`src/rtl/riscv_pkg.sv`:
```
// Shared definitions for the run controller.
//   run_state_e : run-controller FSM states
//   rotl        : rotate-left helper. The width is passed as an argument so one
//                 function can serve any XLEN up to MaxXlen.
package riscv_pkg;

  typedef enum logic [2:0] {
    StIdle      = 3'd0,
    StResetHold = 3'd1,
    StRun       = 3'd2,
    StDone      = 3'd3,
    StTimeout   = 3'd4
  } run_state_e;

  localparam int unsigned MaxXlen = 128;
  localparam int unsigned IdxW    = $clog2(MaxXlen);

  // Rotate the low 'width' bits of value left by 'amount'; the upper bits of
  // the result are zero.
  function automatic logic [MaxXlen-1:0] rotl(input logic [MaxXlen-1:0] value,
                                              input int unsigned width,
                                              input int unsigned amount);
    logic [MaxXlen-1:0] rot;
    logic [IdxW-1:0]    idx;
    rot = '0;
    for (int unsigned i = 0; i < MaxXlen; i++) begin
      if (i < width) begin
        idx      = IdxW'((i + amount) % width);
        rot[idx] = value[IdxW'(i)];
      end
    end
    return rot;
  endfunction

endpackage

```
`src/rtl/riscv_sig_accum.sv`:
```
// Result signature accumulator: sig <= rotl(sig, 1) ^ data on each enabled cycle.
// Ports:
//   clk, reset (async, active-low)
//   clear  : synchronous clear to zero; takes priority over enable
//   enable : accumulate data this cycle
//   data   : XLEN-bit value to fold in
//   sig    : registered signature
module riscv_sig_accum
  import riscv_pkg::*;
#(
  parameter int unsigned XLEN = 64
) (
  input  logic            clk,
  input  logic            reset,
  input  logic            clear,
  input  logic            enable,
  input  logic [XLEN-1:0] data,
  output logic [XLEN-1:0] sig
);

  logic [XLEN-1:0] sig_q, sig_d;

  always_comb begin
    sig_d = sig_q;
    if (clear) begin
      sig_d = '0;
    end else if (enable) begin
      sig_d = XLEN'(rotl(MaxXlen'(sig_q), XLEN, 1)) ^ data;
    end
  end

  always_ff @(posedge clk or negedge reset) begin
    if (!reset) begin
      sig_q <= '0;
    end else begin
      sig_q <= sig_d;
    end
  end

  assign sig = sig_q;

endmodule

```
`src/rtl/riscv_run_ctrl.sv`:
```
// Run controller for a core under test: holds the core in reset after start,
// lets it run, accumulates a signature of its valid results and ends the run
// on halt (DONE) or after TIMEOUT_CYCLES RUN cycles (TIMEOUT).
// Optional feature macro: RISCV_RUN_CTRL_EXPECT_EN adds expected_sig / pass.
// Ports:
//   clk, reset (async, active-low)
//   start                : begin a new run (ignored while busy)
//   halt                 : core reports end of program
//   result_valid, result : core result stream
//   expected_sig, pass   : (EXPECT_EN only) signature compare in DONE
//   core_reset           : active-high reset to the core
//   busy, done, timeout  : run status
//   signature            : accumulated result signature
//   cycle_count          : RUN cycles elapsed
//   result_count         : valid results accumulated
module riscv_run_ctrl
  import riscv_pkg::*;
#(
  parameter int unsigned XLEN            = 64,
  parameter int unsigned RST_HOLD_CYCLES = 1,
  parameter int unsigned TIMEOUT_CYCLES  = 100,
  parameter int unsigned CNT_W           = 32
) (
  input  logic             clk,
  input  logic             reset,
  input  logic             start,
  input  logic             halt,
  input  logic             result_valid,
  input  logic [XLEN-1:0]  result,
`ifdef RISCV_RUN_CTRL_EXPECT_EN
  input  logic [XLEN-1:0]  expected_sig,
  output logic             pass,
`endif
  output logic             core_reset,
  output logic             busy,
  output logic             done,
  output logic             timeout,
  output logic [XLEN-1:0]  signature,
  output logic [CNT_W-1:0] cycle_count,
  output logic [CNT_W-1:0] result_count
);

  run_state_e       state_q;
  logic [7:0]       hold_cnt_q;
  logic [CNT_W-1:0] cycle_cnt_q, result_cnt_q;
  logic             core_reset_q, busy_q, done_q, timeout_q;

  logic in_run, accept_start, hold_last, timeout_hit;

  assign in_run       = (state_q == StRun);
  assign accept_start = start && (state_q inside {StIdle, StDone, StTimeout});
  assign hold_last    = (hold_cnt_q == 8'(RST_HOLD_CYCLES - 1));
  assign timeout_hit  = (cycle_cnt_q == CNT_W'(TIMEOUT_CYCLES - 1));

  always_ff @(posedge clk or negedge reset) begin
    if (!reset) begin
      state_q      <= StIdle;
      hold_cnt_q   <= '0;
      cycle_cnt_q  <= '0;
      result_cnt_q <= '0;
      core_reset_q <= 1'b1;
      busy_q       <= 1'b0;
      done_q       <= 1'b0;
      timeout_q    <= 1'b0;
    end else begin
      case (state_q)
        StIdle, StDone, StTimeout: begin
          if (start) begin
            state_q      <= StResetHold;
            hold_cnt_q   <= '0;
            cycle_cnt_q  <= '0;
            result_cnt_q <= '0;
            core_reset_q <= 1'b1;
            busy_q       <= 1'b1;
            done_q       <= 1'b0;
            timeout_q    <= 1'b0;
          end
        end
        StResetHold: begin
          if (hold_last) begin
            state_q      <= StRun;
            core_reset_q <= 1'b0;
          end else begin
            hold_cnt_q <= hold_cnt_q + 8'd1;
          end
        end
        StRun: begin
          // A result presented together with halt is still counted.
          if (result_valid && (result_cnt_q != '1)) begin
            result_cnt_q <= result_cnt_q + 1'b1;
          end
          // cycle_count freezes on the edge that leaves RUN, so a timeout
          // reports TIMEOUT_CYCLES-1.
          if (halt) begin
            state_q <= StDone;
            busy_q  <= 1'b0;
            done_q  <= 1'b1;
          end else if (timeout_hit) begin
            state_q   <= StTimeout;
            busy_q    <= 1'b0;
            timeout_q <= 1'b1;
          end else if (cycle_cnt_q != '1) begin
            cycle_cnt_q <= cycle_cnt_q + 1'b1;
          end
        end
        default: begin
          state_q      <= StIdle;
          core_reset_q <= 1'b1;
          busy_q       <= 1'b0;
          done_q       <= 1'b0;
          timeout_q    <= 1'b0;
        end
      endcase
    end
  end

  riscv_sig_accum #(
    .XLEN(XLEN)
  ) u_sig_accum (
    .clk    (clk),
    .reset  (reset),
    .clear  (accept_start),
    .enable (in_run && result_valid),
    .data   (result),
    .sig    (signature)
  );

`ifdef RISCV_RUN_CTRL_EXPECT_EN
  logic pass_q;

  // Registered so expected_sig has no combinational path to pass; a start in
  // DONE drops pass on the same edge that leaves DONE.
  always_ff @(posedge clk or negedge reset) begin
    if (!reset) begin
      pass_q <= 1'b0;
    end else begin
      pass_q <= (state_q == StDone) && !start && (signature == expected_sig);
    end
  end

  assign pass = pass_q;
`endif

  assign core_reset   = core_reset_q;
  assign busy         = busy_q;
  assign done         = done_q;
  assign timeout      = timeout_q;
  assign cycle_count  = cycle_cnt_q;
  assign result_count = result_cnt_q;

endmodule
```
`config.mk`:
```
export PLATFORM = sky130hd
export DESIGN_NAME = riscv_run_ctrl
export DESIGN_NICKNAME = d
export VERILOG_FILES = /design/src/rtl/riscv_pkg.sv /design/src/rtl/riscv_sig_accum.sv /design/src/rtl/riscv_run_ctrl.sv
export SDC_FILE = /design/constraint.sdc
export NUM_CORES = 1
export LEC_CHECK = 0
export CORE_MARGIN = 1.5
export CORE_UTILIZATION = 30
export CTS_CLUSTER_SIZE = 28
export DETAILED_ROUTE_END_ITERATION = 16
export GPL_TIMING_DRIVEN = 0
export SLEW_MARGIN = 20
export SYNTH_ARGS = -nofsm -noshare
export SYNTH_HDL_FRONTEND = slang
export SYNTH_SLANG_ARGS = --single-unit
```
`constraint.sdc`:
```
create_clock -name clk -period 2.8 [get_ports clk]
set_input_delay 0.28 -clock clk [delete_from_list [all_inputs] [get_ports clk]]
set_output_delay 0.28 -clock clk [all_outputs]
set_load 0.01 [all_outputs]
```
==> flow_metrics.py <==
metrics = {
    "clock_tree": {
        "clock_sinks": 143,
        "numCtsBuffers": 17,
        "clk_latency_ns": 0.42,
        "clk_path_buf_depth": 2,
        "htreeDepth": 4,
        "cts_root_buf": "clkbuf_16",
        "clk_pin_slew_worst_paths_ns": 0.07,
        "cts_tree": "yes",
    },
    "die": {
        "die_w_um": 163,
        "start_util_pct": 30.6,
        "die-area_mm2": 0.0266,
        "core-area_mm2": 0.0252,
        "io_pins": 201,
        "std_cell_rows": 58,
        "dieHeight_um": 163,
    },
    "logic_synthesis": {
        "synth_ff_type": "dfrtp_1",
        "synth_warnings": 0,
        "ys_seq_elements": 143,
        "synthCells": 787,
        "synth_area_leaders": "dfrtp_1 (46%), xnor2_1 (7.3%), a211oi_1 (6.6%)",
        "synth.avg_cell_area_um2": 9.78,
        "netlist_area_mm2": 0.00769,
        "ys_types": 53,
        "synth_edf_count": 0,
        "ys_seq_area_share_pct": 46.5,
        "netlist.area_leader.share_pct": 46.2,
        "ys_async_sr_fraction_pct": 100,
        "syn-num-nets": 860,
        "synth_top_area_cell": "dfrtp_1",
    },
    "power_and_ir_drop": {
        "p_seq_share_pct": 33.5,
        "pwr-share-comb_pct": 40.3,
        "power_density_mw_per_mm2": 800,
        "clkPwrFrac_pct": 26.3,
        "p_sw_share_pct": 38.5,
        "leakage_nw": 3.96,
        "p_sw_mw": 3.31,
        "p_int_mw": 5.29,
        "vdd_drop_max_v": 0.000433,
        "power.total_mw": 8.60,
    },
    "timing": {
        "rsz0062_at_grt": "false",
        "worstMarginPinSlew_ns": 1.13,
        "fin_crit_ns": 2.61,
        "setup_viol": 0,
        "max_freq_mhz": 383,
        "slew_viol_final": 0,
        "finalHoldViolCount": 0,
        "finalCritPeriodShare_pct": 93.3,
        "slew-limit-headroom_pct": 23.9,
        "clock_skew_ns": 0.0132,
        "timing.hold.ws_ns": 0.275,
        "setup_ws_ns": 0.188,
    },
    "global_routing": {
        "grt_pass1_vias": 6994,
        "grt_usage_pct": 18.3,
        "grt_pass1_wl_mm": 38.6,
        "grt_max_degree": 87,
        "antenna_found_initial": 1,
        "grt_overflow_total": 0,
    },
    "critical_path": {
        "path_delay_family": "simple AND/OR/NAND/NOR gates",
        "start_kind": "flop",
        "cpMostUsedCell": "buf_6",
        "critPathKind": "flop to flop",
        "crit_fanout": 10,
        "path_cells": "ha_1, nand4_1, or4_4, o32ai_4, buf_6, buf_6, nor4_1, a2bb2oi_1",
        "r2r_start": "cycle_count[0]",
        "end_kind": "flop",
        "slowest_stage": "or4_4",
        "required_ns": 3.09,
        "startpoint": "cycle_count[0]",
        "worst-path-buf-inv": 2,
        "max_stage_delay_ns": 0.60,
        "critPathArrivalTime_ns": 2.90,
    },
    "route": {
        "vias": 7212,
        "antenna_left": 0,
        "viasPerCell": 5.33,
        "routedWlPerCell_um": 17.9,
        "drt_first_pass_iters": 5,
        "drt_iter0_markers": 524,
        "wl_mm": 24.2,
        "drc": 0,
    },
    "placement": {
        "dpl-instance-area_mm2": 0.0101,
        "numPortBuffers": 199,
        "gp_congestion": 0.792,
        "hpwl_mm": 17.2,
        "pre_cts_slack_ns": 0.0154,
    },
    "finish": {
        "syn_to_final_growth_pct": 39.7,
        "post-route-util_pct": 42.7,
        "drive_above_1_share_pct": 6.76,
        "postLayoutCellArea_mm2": 0.0108,
        "final_nets": 1081,
    },
    "min_path": {
        "hp-start": "start",
        "min_path_type": "input port to flop",
    },
    "flow_run": {
        "maxCapViolCount": 0,
    },
    "outcome": {
        "status": "finished, final reports clean",
    },
}
==> cell usage after synthesis (7+ instances only) <==
cell,count
dfrtp_1,142
nor2_1,86
a211oi_1,68
xnor2_1,64
o31ai_1,41
clkbuf_1,38
nand2_1,36
nand3_1,36
o311ai_0,27
nand4_1,26
nor3_1,26
a2bb2oi_1,16
o21ai_0,14
a21boi_0,13
inv_1,13
and3_1,11
nor4_1,11
buf_2,9
mux2i_1,8
nor2b_1,7
or4_1,7
==> flip-flops by register name, summed over array words and instances, names as in the netlist <==
signal and cells:
busy 1, core_reset 1, cycle_count 32, done 1, hold_cnt_q 8, result_count 32
state_q 3, timeout 1, u_sig_accum.sig 64
==> cell families after synthesis <==
| logic type | after synthesis | share of synthesized area (%) |
|---|---|---|
| and+or+nand+nor | 281 | 18.5 |
| AOI/OAI and AO/OA | 213 | 21.4 |
| DFF | 143 | 46.5 |
| xor gates and xnor gates | 69 | 7.85 |
| buffers and inverters | 68 | 3.85 |
| muxes | 9 | 1.19 |
| adders and majority gates | 4 | 0.651 |
==> per-stage QoR <==
step / setup TNS (ns) / cells
floorplan: 0 / 787
global placement: -725.82 / 1316
detailed placement: 0 / 1318
CTS: 0 / 1351
global route: 0 / 1352
finish: 0 / 1352
==> per-layer routing <==
layer  share of wire [%]  GRT usage, %
met2                  47          29.5
met4                 2.3          5.80
met5                   0             0
met1                  46          25.0
met3                 4.8          3.00
==> layout by cell type (no fill, tap or decap), types with 5 or more instances in the layout <==
cell               n
nand2_1           36
o21ai_0           14
a21boi_0          13
nor2b_1            7
o31ai_1           41
a211oi_1          67
nand3_1           36
a2bb2oi_1         16
or3_1              5
clkbuf_1          33
or4_1              7
nor2_1            86
and3_1            11
nor3_1            26
and4_1             6
a21oi_1            6
mux2i_1            8
clkbuf_16         17
o311ai_0          27
inv_8              5
xnor2_1           64
nand4_1           26
buf_2              9
nand2b_1           6
clkdlybuf4s50_1  198
nor4_1            10
or2_2              6
inv_1             13
xor2_1             5
dfrtp_1          142
==> worst paths after layout <==
kind | end | slack (ns) | cells past startpoint
max in group asynchronous | core_reset | 1.58 | 3
min in group asynchronous | cycle_count[28] | 0.45 | 2
worst max-delay path | cycle_count[20] | 0.19 | 8
worst min register to register | result_count[11] | 0.53 | 1
worst max register to register | cycle_count[20] | 0.19 | 8
worst min-delay path | state_q[0] | 0.27 | 3
==> tightest hold or removal path, delay by kind of cell <==
kind	cells	cell delay, ns
buffers and inverters	1	0.16
AOI/OAI and AO/OA	1	0.08
muxes	1	0.12
==> final cells by class <==
type / instances / area, um^2
clock buffers: 17 / 425
fillers: 2468 / 14400
flip-flops and latches: 143 / 3580
inverters: 13 / 48.8
diodes: 1 / 2.50
multi-input cells: 576 / 3830
well taps: 330 / 413
plain buffers: 54 / 249
repair buffers: 203 / 2050
clock inverters: 15 / 154
==> repair_timing <==
action	in CTS	in global routing
endpoints found under the hold margin	85	0
setup buffers	0	1
resized for setup	0	8
hold buffers	1	0
endpoints found under the setup margin	0	77
==> power by group through the flow <==
stage               Clock (mW)  Sequential [mW]  Combinational [mW]
finish                    2.26             2.88                3.46
global route              2.39             2.94                3.82
CTS                       2.32             2.89                3.51
detailed placement           0             2.92                3.49
global placement             0             2.91                3.45
floorplan                    0             3.03                1.75
Note: power is estimated with default switching activity, not from simulation.
